**config.mk**
```make
export PLATFORM = sky130hd
export DESIGN_NAME = cyclic_lamp_seq_flat
export DESIGN_NICKNAME = d
export VERILOG_FILES = /design/src/rtl/cyclic_lamp_seq_if.sv /design/src/rtl/cyclic_lamp_seq.sv /design/src/flat_wrapper.sv
export SDC_FILE = /design/constraint.sdc
export NUM_CORES = 1
export LEC_CHECK = 0
export BUFFER_PORTS_ARGS = -buffer_cell sky130_fd_sc_hd__buf_4
export CELL_PAD_IN_SITES_DETAIL_PLACEMENT = 0
export CELL_PAD_IN_SITES_GLOBAL_PLACEMENT = 1
export CORE_MARGIN = 2
export CORE_UTILIZATION = 35
export CTS_CLUSTER_SIZE = 25
export DETAILED_ROUTE_END_ITERATION = 16
export PLACE_DENSITY_LB_ADDON = 0.15
export SLEW_MARGIN = 20
export SYNTH_ARGS = -nofsm -noshare
export SYNTH_HDL_FRONTEND = slang
export SYNTH_SLANG_ARGS = --single-unit
```
**constraint.sdc**
```tcl
create_clock -name clk -period 1.6 [get_ports clk]
set_clock_uncertainty 0.2 [all_clocks]
set_input_delay 0.24 -clock clk [delete_from_list [all_inputs] [get_ports clk]]
set_output_delay 0.24 -clock clk [all_outputs]
set_load 0.05 [all_outputs]
```
**src/rtl/cyclic_lamp_seq_if.sv**
```systemverilog
// Lamp sequencer control/status bundle: en/dir/hold in, one-hot lamp, index and wrap out.
// blink exists only when CYCLIC_LAMP_BLINK_EN is defined.
interface cyclic_lamp_seq_if #(
   parameter int N_LAMPS = 3,
   parameter int IDX_W   = $clog2(N_LAMPS)
);
   logic               en;
   logic               dir;
   logic               hold;
`ifdef CYCLIC_LAMP_BLINK_EN
   logic               blink;
`endif
   logic [N_LAMPS-1:0] light;
   logic [IDX_W-1:0]   idx;
   logic               wrap;

   modport master (
      output en, dir, hold,
`ifdef CYCLIC_LAMP_BLINK_EN
      output blink,
`endif
      input  light, idx, wrap
   );

   modport slave (
      input  en, dir, hold,
`ifdef CYCLIC_LAMP_BLINK_EN
      input  blink,
`endif
      output light, idx, wrap
   );
endinterface

```
**src/rtl/cyclic_lamp_seq.sv**
```systemverilog
// Cyclic one-hot lamp sequencer with enable, direction, hold and per-revolution wrap pulse.
// Optional flashing of the lit lamp is compiled in with CYCLIC_LAMP_BLINK_EN.
//
// state   | meaning
// S_IDLE  | lamps off, idx/counter cleared, waiting for en
// S_RUN   | lamp idx lit, dwell counter running
// S_PAUSE | hold asserted, lamp/idx/counter frozen
module cyclic_lamp_seq #(
   parameter int N_LAMPS = 3,
   parameter int DWELL   = 4,
   parameter int IDX_W   = $clog2(N_LAMPS)
) (
   input  logic             clk,
   input  logic             rst_n,
   cyclic_lamp_seq_if.slave lamp
);
   localparam int                CNT_W    = (DWELL > 1) ? $clog2(DWELL) : 1;
   localparam logic [CNT_W-1:0]  CNT_LAST = CNT_W'(DWELL - 1);
   localparam logic [IDX_W-1:0]  IDX_LAST = IDX_W'(N_LAMPS - 1);

   typedef enum logic [1:0] {
      S_IDLE  = 2'd0,
      S_RUN   = 2'd1,
      S_PAUSE = 2'd2
   } state_t;

   state_t             state_q, state_d;
   logic [CNT_W-1:0]   cnt_q, cnt_d;
   logic [IDX_W-1:0]   idx_q, idx_d;
   logic [N_LAMPS-1:0] light_q, light_d;
   logic               wrap_q, wrap_d;
`ifdef CYCLIC_LAMP_BLINK_EN
   logic               phase_q, phase_d;
`endif

   always_comb begin
      state_d = state_q;
      cnt_d   = cnt_q;
      idx_d   = idx_q;
      wrap_d  = 1'b0;
      case (state_q)
         S_IDLE: begin
            if (lamp.en) begin
               state_d = S_RUN;
               idx_d   = lamp.dir ? IDX_LAST : '0;
               cnt_d   = '0;
            end
         end
         default: begin
            if (!lamp.en) begin
               state_d = S_IDLE;
               idx_d   = '0;
               cnt_d   = '0;
            end else if (lamp.hold) begin
               state_d = S_PAUSE;
            end else begin
               // Leaving PAUSE takes the step skipped on the edge that entered it,
               // so the lamp still totals DWELL running cycles.
               state_d = S_RUN;
               if (cnt_q == CNT_LAST) begin
                  cnt_d = '0;
                  if (lamp.dir) begin
                     if (idx_q == '0) begin
                        idx_d  = IDX_LAST;
                        wrap_d = 1'b1;
                     end else begin
                        idx_d = idx_q - IDX_W'(1);
                     end
                  end else begin
                     if (idx_q == IDX_LAST) begin
                        idx_d  = '0;
                        wrap_d = 1'b1;
                     end else begin
                        idx_d = idx_q + IDX_W'(1);
                     end
                  end
               end else begin
                  cnt_d = cnt_q + CNT_W'(1);
               end
            end
         end
      endcase

`ifdef CYCLIC_LAMP_BLINK_EN
      if (state_d == S_IDLE || state_q == S_IDLE)
         phase_d = 1'b1;
      else if (state_d == S_PAUSE)
         phase_d = phase_q;
      else
         phase_d = lamp.blink ? ~phase_q : 1'b1;
`endif

      light_d = '0;
      if (state_d != S_IDLE)
         light_d = N_LAMPS'(1) << idx_d;
`ifdef CYCLIC_LAMP_BLINK_EN
      light_d = light_d & {N_LAMPS{phase_d}};
`endif
   end

   always_ff @(posedge clk or negedge rst_n) begin
      if (!rst_n) begin
         state_q <= S_IDLE;
         cnt_q   <= '0;
         idx_q   <= '0;
         light_q <= '0;
         wrap_q  <= 1'b0;
`ifdef CYCLIC_LAMP_BLINK_EN
         phase_q <= 1'b1;
`endif
      end else begin
         state_q <= state_d;
         cnt_q   <= cnt_d;
         idx_q   <= idx_d;
         light_q <= light_d;
         wrap_q  <= wrap_d;
`ifdef CYCLIC_LAMP_BLINK_EN
         phase_q <= phase_d;
`endif
      end
   end

   assign lamp.light = light_q;
   assign lamp.idx   = idx_q;
   assign lamp.wrap  = wrap_q;
endmodule

```
**src/flat_wrapper.sv**
```systemverilog
// flat-port wrapper written by rule: the top's interface ports become plain ports
module cyclic_lamp_seq_flat 
#(
   parameter int N_LAMPS = 3,
   parameter int DWELL   = 4,
   parameter int IDX_W   = $clog2(N_LAMPS)
)
  (clk, rst_n, lamp_en, lamp_dir, lamp_hold, lamp_light, lamp_idx, lamp_wrap);
  cyclic_lamp_seq_if #(.N_LAMPS(N_LAMPS), .IDX_W(IDX_W)) lamp_i ();
  input  logic clk;
  input  logic rst_n;
  input wire logic [$bits(lamp_i.en)-1:0] lamp_en;
  input wire logic [$bits(lamp_i.dir)-1:0] lamp_dir;
  input wire logic [$bits(lamp_i.hold)-1:0] lamp_hold;
  output wire logic [$bits(lamp_i.light)-1:0] lamp_light;
  output wire logic [$bits(lamp_i.idx)-1:0] lamp_idx;
  output wire logic [$bits(lamp_i.wrap)-1:0] lamp_wrap;
  assign lamp_i.en = lamp_en;
  assign lamp_i.dir = lamp_dir;
  assign lamp_i.hold = lamp_hold;
  assign lamp_light = lamp_i.light;
  assign lamp_idx = lamp_i.idx;
  assign lamp_wrap = lamp_i.wrap;
  cyclic_lamp_seq #(.N_LAMPS(N_LAMPS), .DWELL(DWELL), .IDX_W(IDX_W)) u_core (.clk(clk), .rst_n(rst_n), .lamp(lamp_i));
endmodule
```
==> results.py, run 1 <==
metrics = {
    "run_status": {
        "status": "finished, violations left",
        "violations": "negative setup slack",
    },
    "layout": {
        "post-route-cell-area_um2": 868,
        "drive_gt1_share_pct": 53.1,
        "finish.utilization_pct": 58.3,
        "multi_input_area_um2": 357,
        "final_common_cell": "buf_4",
        "diodes": 0,
        "nets": 91,
        "area_growth_pct": 59.5,
        "fillers": 132,
        "final_cell_mix": "buf_4, dfrtp_1, nand2_1",
        "regArea_um2": 253,
    },
    "logic_synthesis": {
        "synth_top_family_by_area": "simple AND/OR/NAND/NOR gates",
        "synthAdderAreaFrac_pct": 9.20,
        "synth_warnings": 0,
        "synth-seq-area-share_pct": 46.0,
        "netlist_area_um2": 544,
        "synth_cell_types": 23,
        "synth_xor_area_share_pct": 1.61,
        "synth_top_cell_area_share_pct": 46.0,
        "synth_top_cell_by_area": "dfrtp_1",
        "syn_area_per_cell_um2": 10.5,
        "syn_inst": 52,
        "yosys_register_bits": 10,
        "synth_nets": 61,
        "synth-simple-area-share_pct": 19.3,
        "synthMuxAreaShare_pct": 7.59,
        "synth.area.top_cells": "dfrtp_1, ha_1, mux2i_1, a32o_1, nand2_1",
        "synth_compound_area_share_pct": 14.3,
    },
    "power_and_ir_drop": {
        "switching_share_pct": 30.4,
        "internal_power_mw": 0.462,
        "p_seq_share_pct": 41.8,
        "ir_drop_mv": 0.484,
        "clkPwrFrac_pct": 27.6,
        "p_comb_share_pct": 30.6,
        "p_leak_nw": 0.418,
        "switchingPower_mw": 0.202,
        "power_density_nw_per_um2": 764,
    },
    "drt": {
        "final_antenna_net_count": 0,
        "wl_mm": 1.31,
        "wire_per_inst_um": 13.5,
        "drt_iter0_markers": 5,
        "firstDrtPassIters": 4,
        "num_vias": 502,
        "drc": 0,
        "routed_via_density": 5.18,
    },
    "placement": {
        "finalWeightedCongestion": 0.736,
        "place_hpwl_um": 926,
        "placed_area_um2": 737,
        "portBuffers": 10,
    },
    "setup_path": {
        "worstPathMaxFanout": 2,
        "ff2ff_path_depth": 6,
        "r2r_slack_ns": -0.16,
        "critical_path_required_ns": 1.57,
        "crit_type": "register to register",
        "cp-start-kind": "register",
        "cp-end-kind": "register",
        "timing.rr.end": "u_core.lamp.light[2]$_DFF_PN0_",
        "r2r-start": "u_core.lamp.idx[1]$_DFF_PN0_",
        "worst_ep_arrival_time_ns": 1.74,
    },
    "worst_hold_path": {
        "min_path_cells": 2,
        "hold_start": "lamp_en",
        "min_to": "u_core.cnt_q[0]$_DFFE_PN0P_",
        "hold_class": "input port to register",
    },
    "global_route": {
        "antenna_found_initial": 0,
        "grt_usage_pct": 16.4,
        "grt_pass1_vias": 494,
        "grt-ovfl-total": 0,
        "grt_pass1_wl_mm": 2.26,
        "grt_max_degree": 11,
    },
    "die": {
        "io_pins": 11,
        "die_area_um2": 1890,
        "initial_core_util_pct": 36.6,
        "coreArea_um2": 1490,
        "die_x_um": 43.4,
        "dieHeight_um": 43.4,
        "rows": 14,
    },
    "timing": {
        "fmax_ghz": 0.567,
        "tightestPinTransition_ns": 0.307,
        "setup_ws_ns": -0.165,
        "final_max_slew_viol_count": 0,
        "final.min_clock_period_ns": 1.76,
        "setup_viol": 5,
        "slew_headroom_pct": 79.2,
        "fin_crit_sh_pct": 110,
        "finalHoldViolations": 0,
        "rsz0062_at_grt": "true",
    },
    "cts": {
        "clock_path_buffers": 2,
        "cts-root-buf": "clkbuf_4",
        "path_clk_slew_ns": 0.07,
        "h-tree-depth": 1,
        "clock_latency_ns": 0.26,
        "cts_buffers": 3,
        "clock_sinks": 10,
        "cts_tree": "done",
    },
    "job": {
        "maxCapViolations": 0,
    },
}
-- area by class of cell --
class                           instances  share of cell area (%)
Timing Repair Buffer                   25                    23.2
Inverter                                3                    1.30
Multi-Input combinational cell         39                    41.1
Sequential cell                        10                    29.1
Tap cell                               16                    2.31
Clock buffer                            4                    3.03
-- what timing repair did --
action                     CTS  global route
setup endpoints to repair    5             5
hold buffers                 1             0
cloned                       0             0
hold endpoints to repair    10             0
pin swaps                    6             2
gates resized for setup     10             4
buffers inserted             2             0
-- cell families after synthesis --
| kind of cell | Yosys count |
|---|---|
| buffers and inverters | 3 |
| flip-flops | 10 |
| AO/OA/AOI/OAI | 10 |
| AND/OR/NAND/NOR | 20 |
| adder cells (fa/ha/maj) | 4 |
| multiplexers | 4 |
| XOR/XNOR | 1 |
-- registers in the layout, indices dropped and copies added, names as in the netlist --
| signal | count |
|---|---|
| u_core.cnt_q | 2 |
| u_core.lamp.idx | 2 |
| u_core.lamp.light | 3 |
| u_core.lamp.wrap | 1 |
| u_core.state_q | 2 |
-- metrics by stage --
| stage | power, mW | hold slack (ns) | setup TNS, ns | instances | worst slack, ns |
|---|---|---|---|---|---|
| finish | 0.663 | 0.0328 | -0.588 | 97 | -0.165 |
| global route | 0.708 | 0.0336 | -0.882 | 97 | -0.224 |
| CTS | 0.662 | 0.0230 | -0.628 | 97 | -0.190 |
| detailed placement | 0.447 | -0.121 | -0.744 | 90 | -0.204 |
| global placement | 0.446 | -0.123 | -0.680 | 90 | -0.214 |
| floorplan | 0.375 | -0.256 | -1.03 | 52 | -0.319 |
-- critical path, stage by stage (launching register included) --
cell and delay [ns]:
dfrtp_2 0.41, inv_2 0.08, ha_4 0.20, nand2b_4 0.12, and3_4 0.17, or2_4 0.24
o32ai_4 0.25
-- how the worst max path moves through the flow --
stage	end	cells past startpoint	startpoint	slack, ns
finish	u_core.lamp.light[2]$_DFF_PN0_	6	u_core.lamp.idx[1]$_DFF_PN0_	-0.16
global route	u_core.lamp.light[2]$_DFF_PN0_	6	u_core.lamp.idx[0]$_DFF_PN0_	-0.22
CTS	u_core.lamp.light[0]$_DFF_PN0_	6	u_core.lamp.idx[1]$_DFF_PN0_	-0.19
detailed placement	u_core.lamp.light[2]$_DFF_PN0_	6	u_core.lamp.idx[0]$_DFF_PN0_	-0.20
global placement	u_core.lamp.light[2]$_DFF_PN0_	6	u_core.lamp.idx[0]$_DFF_PN0_	-0.21
floorplan	u_core.lamp.light[0]$_DFF_PN0_	6	u_core.lamp.idx[0]$_DFF_PN0_	-0.32
-- routing by layer --
layer,global-route usage [%],vias to the layer above,share of wire [%]
met3,6.25,2,5.5
met2,23.0,16,48
met4,5.45,0,0.69
met1,23.2,240,46
li1,-,244,-
met5,0,-,0
-- synth_stat cells --
library cell  count
a21oi_1           1
a32o_1            2
and2_1            1
and3_1            2
dfrtp_1          10
ha_1              4
inv_1             3
mux2_2            1
mux2i_1           3
nand2_1           5
nand2b_1          2
nor2_1            4
nor2_2            1
nor2b_1           1
nor2b_2           1
o21ai_0           3
o22ai_1           2
o311ai_1          1
o32ai_2           1
or2_1             1
or2_2             1
or3_1             1
xor2_1            1
-- power by group through the flow --
stage          logic, mW  registers (mW)  clock network (mW)
6_report           0.203           0.277               0.183
4_1_cts            0.192           0.277               0.193
3_5_place_dp       0.166           0.281                   0
5_1_grt            0.222           0.279               0.206
2_1_floorplan     0.0615           0.314                   0
3_3_place_gp       0.165           0.281                   0
Power figures use the tool's default switching activity.
==> run 2: changes to the inputs <==
- CORE_MARGIN: 2 -> default
- RECOVER_POWER: default -> 100
==> results.py, run 2 (synthesis results as in run 1) <==
metrics = {
    "run_status": {
        "status": "finished, violations left",
        "violations": "negative setup slack",
    },
    "setup_path": {
        "cp-startpoint": "u_core.lamp.idx[1]$_DFF_PN0_",
        "timing.rr.end": "u_core.lamp.idx[1]$_DFF_PN0_",
        "crit_type": "register to register",
        "critical_path_required_ns": 1.60,
        "cp-start-kind": "register",
        "r2r_slack_ns": -0.18,
        "worstPathMaxFanout": 2,
        "cp-end-kind": "register",
        "crit_end": "u_core.lamp.idx[1]$_DFF_PN0_",
        "worst_ep_arrival_time_ns": 1.78,
        "r2r-start": "u_core.lamp.idx[1]$_DFF_PN0_",
        "ff2ff_path_depth": 6,
    },
    "cts": {
        "h-tree-depth": 1,
        "cts_buffers": 3,
        "clock_latency_ns": 0.27,
        "path_clk_slew_ns": 0.07,
        "clock_path_buffers": 2,
        "clock_sinks": 10,
        "cts-root-buf": "clkbuf_4",
        "cts_tree": "done",
    },
    "global_route": {
        "grt_pass1_wl_mm": 2.12,
        "grt_usage_pct": 17.4,
        "grtUsageMet2_pct": 25.9,
        "grt_max_degree": 11,
        "grt.met1_usage_pct": 21.6,
        "grt-ovfl-total": 0,
        "gr-usage-met3_pct": 5.22,
        "antenna_found_initial": 0,
        "busiest_layer": "met2",
        "grt_pass1_vias": 449,
    },
    "layout": {
        "final_common_cell": "buf_4",
        "largest_reg_flops": 3,
        "drive_gt1_share_pct": 50.6,
        "post-route-cell-area_um2": 813,
        "nets": 89,
        "final_cell_mix": "buf_4, dfrtp_1, nand2_1, clkbuf_2, nor2_1",
        "area_growth_pct": 49.4,
        "regArea_um2": 253,
        "fillers": 128,
        "diodes": 0,
        "multi_input_area_um2": 332,
    },
    "timing": {
        "slew_headroom_pct": 61.9,
        "final.min_clock_period_ns": 1.78,
        "tightestPinTransition_ns": 0.572,
        "setup_ws_ns": -0.178,
        "final_max_slew_viol_count": 0,
        "hold_ws_ns": 0.0255,
        "setup_viol": 5,
        "fmax_ghz": 0.562,
        "fin_crit_sh_pct": 111,
        "finalHoldViolations": 0,
        "rsz0062_at_grt": "true",
    },
    "worst_hold_path": {
        "hold_class": "input port to register",
    },
    "drt": {
        "final_antenna_net_count": 0,
        "routed_via_density": 5.18,
        "num_vias": 487,
        "firstDrtPassIters": 2,
        "drc": 0,
        "drt_iter0_markers": 8,
        "wire_per_inst_um": 13.9,
        "wl_mm": 1.31,
    },
    "die": {
        "die_x_um": 41.4,
        "initial_core_util_pct": 39.8,
        "io_pins": 11,
        "rows": 13,
        "dieHeight_um": 41.4,
        "die_area_um2": 1720,
        "coreArea_um2": 1370,
    },
    "power_and_ir_drop": {
        "ir_drop_mv": 0.357,
        "p_leak_nw": 0.402,
        "finalPower_mw": 0.691,
        "switchingPower_mw": 0.202,
        "switching_share_pct": 29.2,
        "internal_power_mw": 0.489,
        "p_comb_share_pct": 26.5,
        "power_density_nw_per_um2": 850,
        "p_seq_share_pct": 40.3,
        "clkPwrFrac_pct": 33.3,
    },
    "placement": {
        "portBuffers": 10,
        "placed_area_um2": 721,
        "place_hpwl_um": 955,
        "finalWeightedCongestion": 0.806,
        "place_ws_ns": -0.208,
    },
    "job": {
        "maxCapViolations": 0,
    },
}
## run 2: per-stage QoR
stage	instances	TNS (ns)	util [%]
6_report	94	-0.730	59.5
5_1_grt	94	-0.891	59.5
4_1_cts	94	-0.622	60.6
3_5_place_dp	87	-0.775	52.7
3_3_place_gp	87	-0.670	52.7
2_1_floorplan	52	-1.03	-
## run 2: area by class of cell
class | count | share of cell area [%]
inverters | 3 | 1.38
clock buffers | 4 | 4.46
well taps | 15 | 2.31
flip-flops and latches | 10 | 31.1
multi-input cells | 39 | 40.8
repair buffers | 23 | 20.0
## run 2: power by group through the flow
stage | logic (mW) | clock network [mW] | registers [mW]
global route | 0.196 | 0.257 | 0.279
floorplan | 0.0615 | 0 | 0.314
finish | 0.183 | 0.230 | 0.278
detailed placement | 0.163 | 0 | 0.282
global placement | 0.162 | 0 | 0.281
CTS | 0.187 | 0.236 | 0.278
## run 2: routing by layer
metal  up-vias  share of wire, %
met5         -                 0
met4         0               1.6
met3         4               2.8
met2        13                45
met1       231                50
li1        239                 -
## run 2: what timing repair did
| action | in CTS | in global routing |
|---|---|---|
| cloned | 0 | 0 |
| pin swaps | 5 | 2 |
| setup endpoints to repair | 5 | 5 |
| hold endpoints to repair | 11 | 0 |
| buffers inserted | 1 | 0 |
| resized for setup | 9 | 1 |
| hold buffers | 2 | 0 |
## run 2: how the worst min path moves through the flow
stage               depth (start not counted)  slack (ns)                              to    start
finish                                      2        0.03     u_core.cnt_q[1]$_DFFE_PN0P_  lamp_en
global route                                2        0.02     u_core.cnt_q[0]$_DFFE_PN0P_  lamp_en
CTS                                         2        0.02     u_core.cnt_q[1]$_DFFE_PN0P_  lamp_en
detailed placement                          1       -0.12  u_core.lamp.light[2]$_DFF_PN0_    rst_n
global placement                            1       -0.12  u_core.lamp.light[1]$_DFF_PN0_    rst_n
floorplan                                   0       -0.26     u_core.cnt_q[0]$_DFFE_PN0P_    rst_n
## run 2: worst max-delay path, cell delays in order, from the launching register on
cell,delay [ns]
dfrtp_2,0.42
inv_2,0.08
ha_4,0.19
nand2b_4,0.13
and3_4,0.17
o311ai_1,0.32
and2_1,0.19
==> run 3: changes to the inputs <==
- REMOVE_ABC_BUFFERS: default -> 1
==> results.py, run 3 (synthesis results as in run 1) <==
metrics = {
    "run_status": {
        "status": "finished, violations left",
        "violations": "negative setup slack",
    },
    "timing": {
        "finalHoldViolations": 0,
        "final.min_clock_period_ns": 1.80,
        "fin_crit_sh_pct": 113,
        "hold_ws_ns": 0.0420,
        "setup_ws_ns": -0.202,
        "setup_viol": 5,
        "final_max_slew_viol_count": 0,
        "tightestPinTransition_ns": 0.551,
        "rsz0062_at_grt": "true",
        "fmax_ghz": 0.555,
        "slew_headroom_pct": 63.3,
    },
    "global_route": {
        "grt-ovfl-total": 0,
        "grt_max_degree": 11,
        "antenna_found_initial": 0,
        "grt_usage_pct": 16.2,
        "grt_pass1_wl_mm": 2.12,
        "grt_pass1_vias": 450,
    },
    "cts": {
        "clock_sinks": 10,
        "clock_path_buffers": 2,
        "cts_tree": "done",
        "cts_buffers": 3,
        "cts-root-buf": "clkbuf_4",
        "path_clk_slew_ns": 0.08,
        "clock_latency_ns": 0.27,
        "h-tree-depth": 1,
    },
    "setup_path": {
        "worstPathMaxFanout": 2,
        "cp.depth": 6,
        "crit_end": "u_core.lamp.light[0]$_DFF_PN0_",
        "critical_path_required_ns": 1.55,
        "crit_type": "register to register",
        "ff2ff_path_depth": 6,
        "r2r_slack_ns": -0.20,
        "crit_buf_inv": 1,
        "cp-startpoint": "u_core.lamp.idx[0]$_DFF_PN0_",
        "cp-start-kind": "register",
        "cp-end-kind": "register",
        "cp_cell_sequence": "inv_2, ha_1, nand2b_1, and3_1, or2_4, a32o_1",
        "r2r-start": "u_core.lamp.idx[0]$_DFF_PN0_",
        "crit_path_max_incr_delay_ns": 0.37,
        "crit_family": "simple AND/OR/NAND/NOR gates",
        "timing.rr.end": "u_core.lamp.light[0]$_DFF_PN0_",
        "worst_ep_arrival_time_ns": 1.76,
        "crit_path_top_delay_cell": "dfrtp_1",
    },
    "drt": {
        "wire_per_inst_um": 13.9,
        "wl_mm": 1.32,
        "firstDrtPassIters": 4,
        "highest_layer": "met4",
        "met1_length_um": 642,
        "final_antenna_net_count": 0,
        "drt_iter0_markers": 10,
        "met2RoutedLength_um": 623,
        "drc": 0,
        "num_vias": 490,
        "wl_met3_um": 46,
        "routed_via_density": 5.16,
    },
    "layout": {
        "final_cell_mix": "buf_4, dfrtp_1, nand2_1, clkbuf_2",
        "final_common_cell": "buf_4",
        "diodes": 0,
        "drive_gt1_share_pct": 45.0,
        "largest_reg_flops": 3,
        "final-instance-count-excl-fill": 95,
        "area_growth_pct": 43.7,
        "post-route-cell-area_um2": 782,
        "nets": 90,
    },
    "worst_hold_path": {
        "min_path_cells": 2,
        "hold_class": "input port to register",
    },
    "die": {
        "io_pins": 11,
        "coreArea_um2": 1370,
        "rows": 13,
        "dieHeight_um": 41.4,
        "die_x_um": 41.4,
        "die_area_um2": 1720,
        "initial_core_util_pct": 39.8,
    },
    "power_and_ir_drop": {
        "p_leak_nw": 0.398,
        "finalPower_mw": 0.694,
        "power_density_nw_per_um2": 887,
        "ir_drop_mv": 0.583,
    },
    "placement": {
        "finalWeightedCongestion": 0.782,
        "place_hpwl_um": 915,
        "portBuffers": 10,
        "placed_area_um2": 713,
        "placed_cells": 87,
    },
    "job": {
        "maxCapViolations": 0,
    },
}
==> run 3: per-layer routing <==
layer | GRT usage (%) | vias to the layer above
li1 | - | 240
met2 | 24.4 | 15
met4 | 4.52 | 0
met1 | 23.1 | 233
met3 | 3.91 | 2
met5 | 0 | -
==> run 3: what timing repair did <==
item,in CTS,in global routing
buffers inserted,1,2
pin swaps,4,2
resized for setup,4,4
hold buffers,1,0
hold endpoints to repair,10,0
endpoints found under the setup margin,5,5
==> run 3: stage by stage <==
step	TNS [ns]	setup WS (ns)	util (%)
2_1_floorplan	-2.04	-0.532	-
3_3_place_gp	-0.578	-0.172	52.2
3_5_place_dp	-0.545	-0.169	52.2
4_1_cts	-0.636	-0.200	56.7
5_1_grt	-1.08	-0.242	57.2
6_report	-0.842	-0.202	57.2
==> run 3: area by class of cell <==
cell class              instances  area (um2)
fillers                       136         584
multi-input cells              39         295
flip-flops and latches         10         250
repair buffers                 24         170
clock buffers                   4        36.3
well taps                      15        18.8
inverters                       3        11.3
==> run 3: power breakdown <==
group | internal, mW | leakage, nW | switching, mW
clock network | 0.138 | 0.0210 | 0.0970
registers | 0.268 | 0.133 | 0.00873
logic | 0.0837 | 0.245 | 0.0990
total | 0.489 | 0.398 | 0.205
==> run 3: worst min path at each step <==
stage                        from                        endpoint  slack, ns
after floorplan             rst_n     u_core.cnt_q[0]$_DFFE_PN0P_      -0.26
after global placement      rst_n  u_core.lamp.light[2]$_DFF_PN0_      -0.12
after detailed placement    rst_n  u_core.lamp.light[0]$_DFF_PN0_      -0.12
after CTS                 lamp_en     u_core.cnt_q[0]$_DFFE_PN0P_       0.04
after global routing      lamp_en     u_core.cnt_q[0]$_DFFE_PN0P_       0.04
final                     lamp_en     u_core.cnt_q[0]$_DFFE_PN0P_       0.04
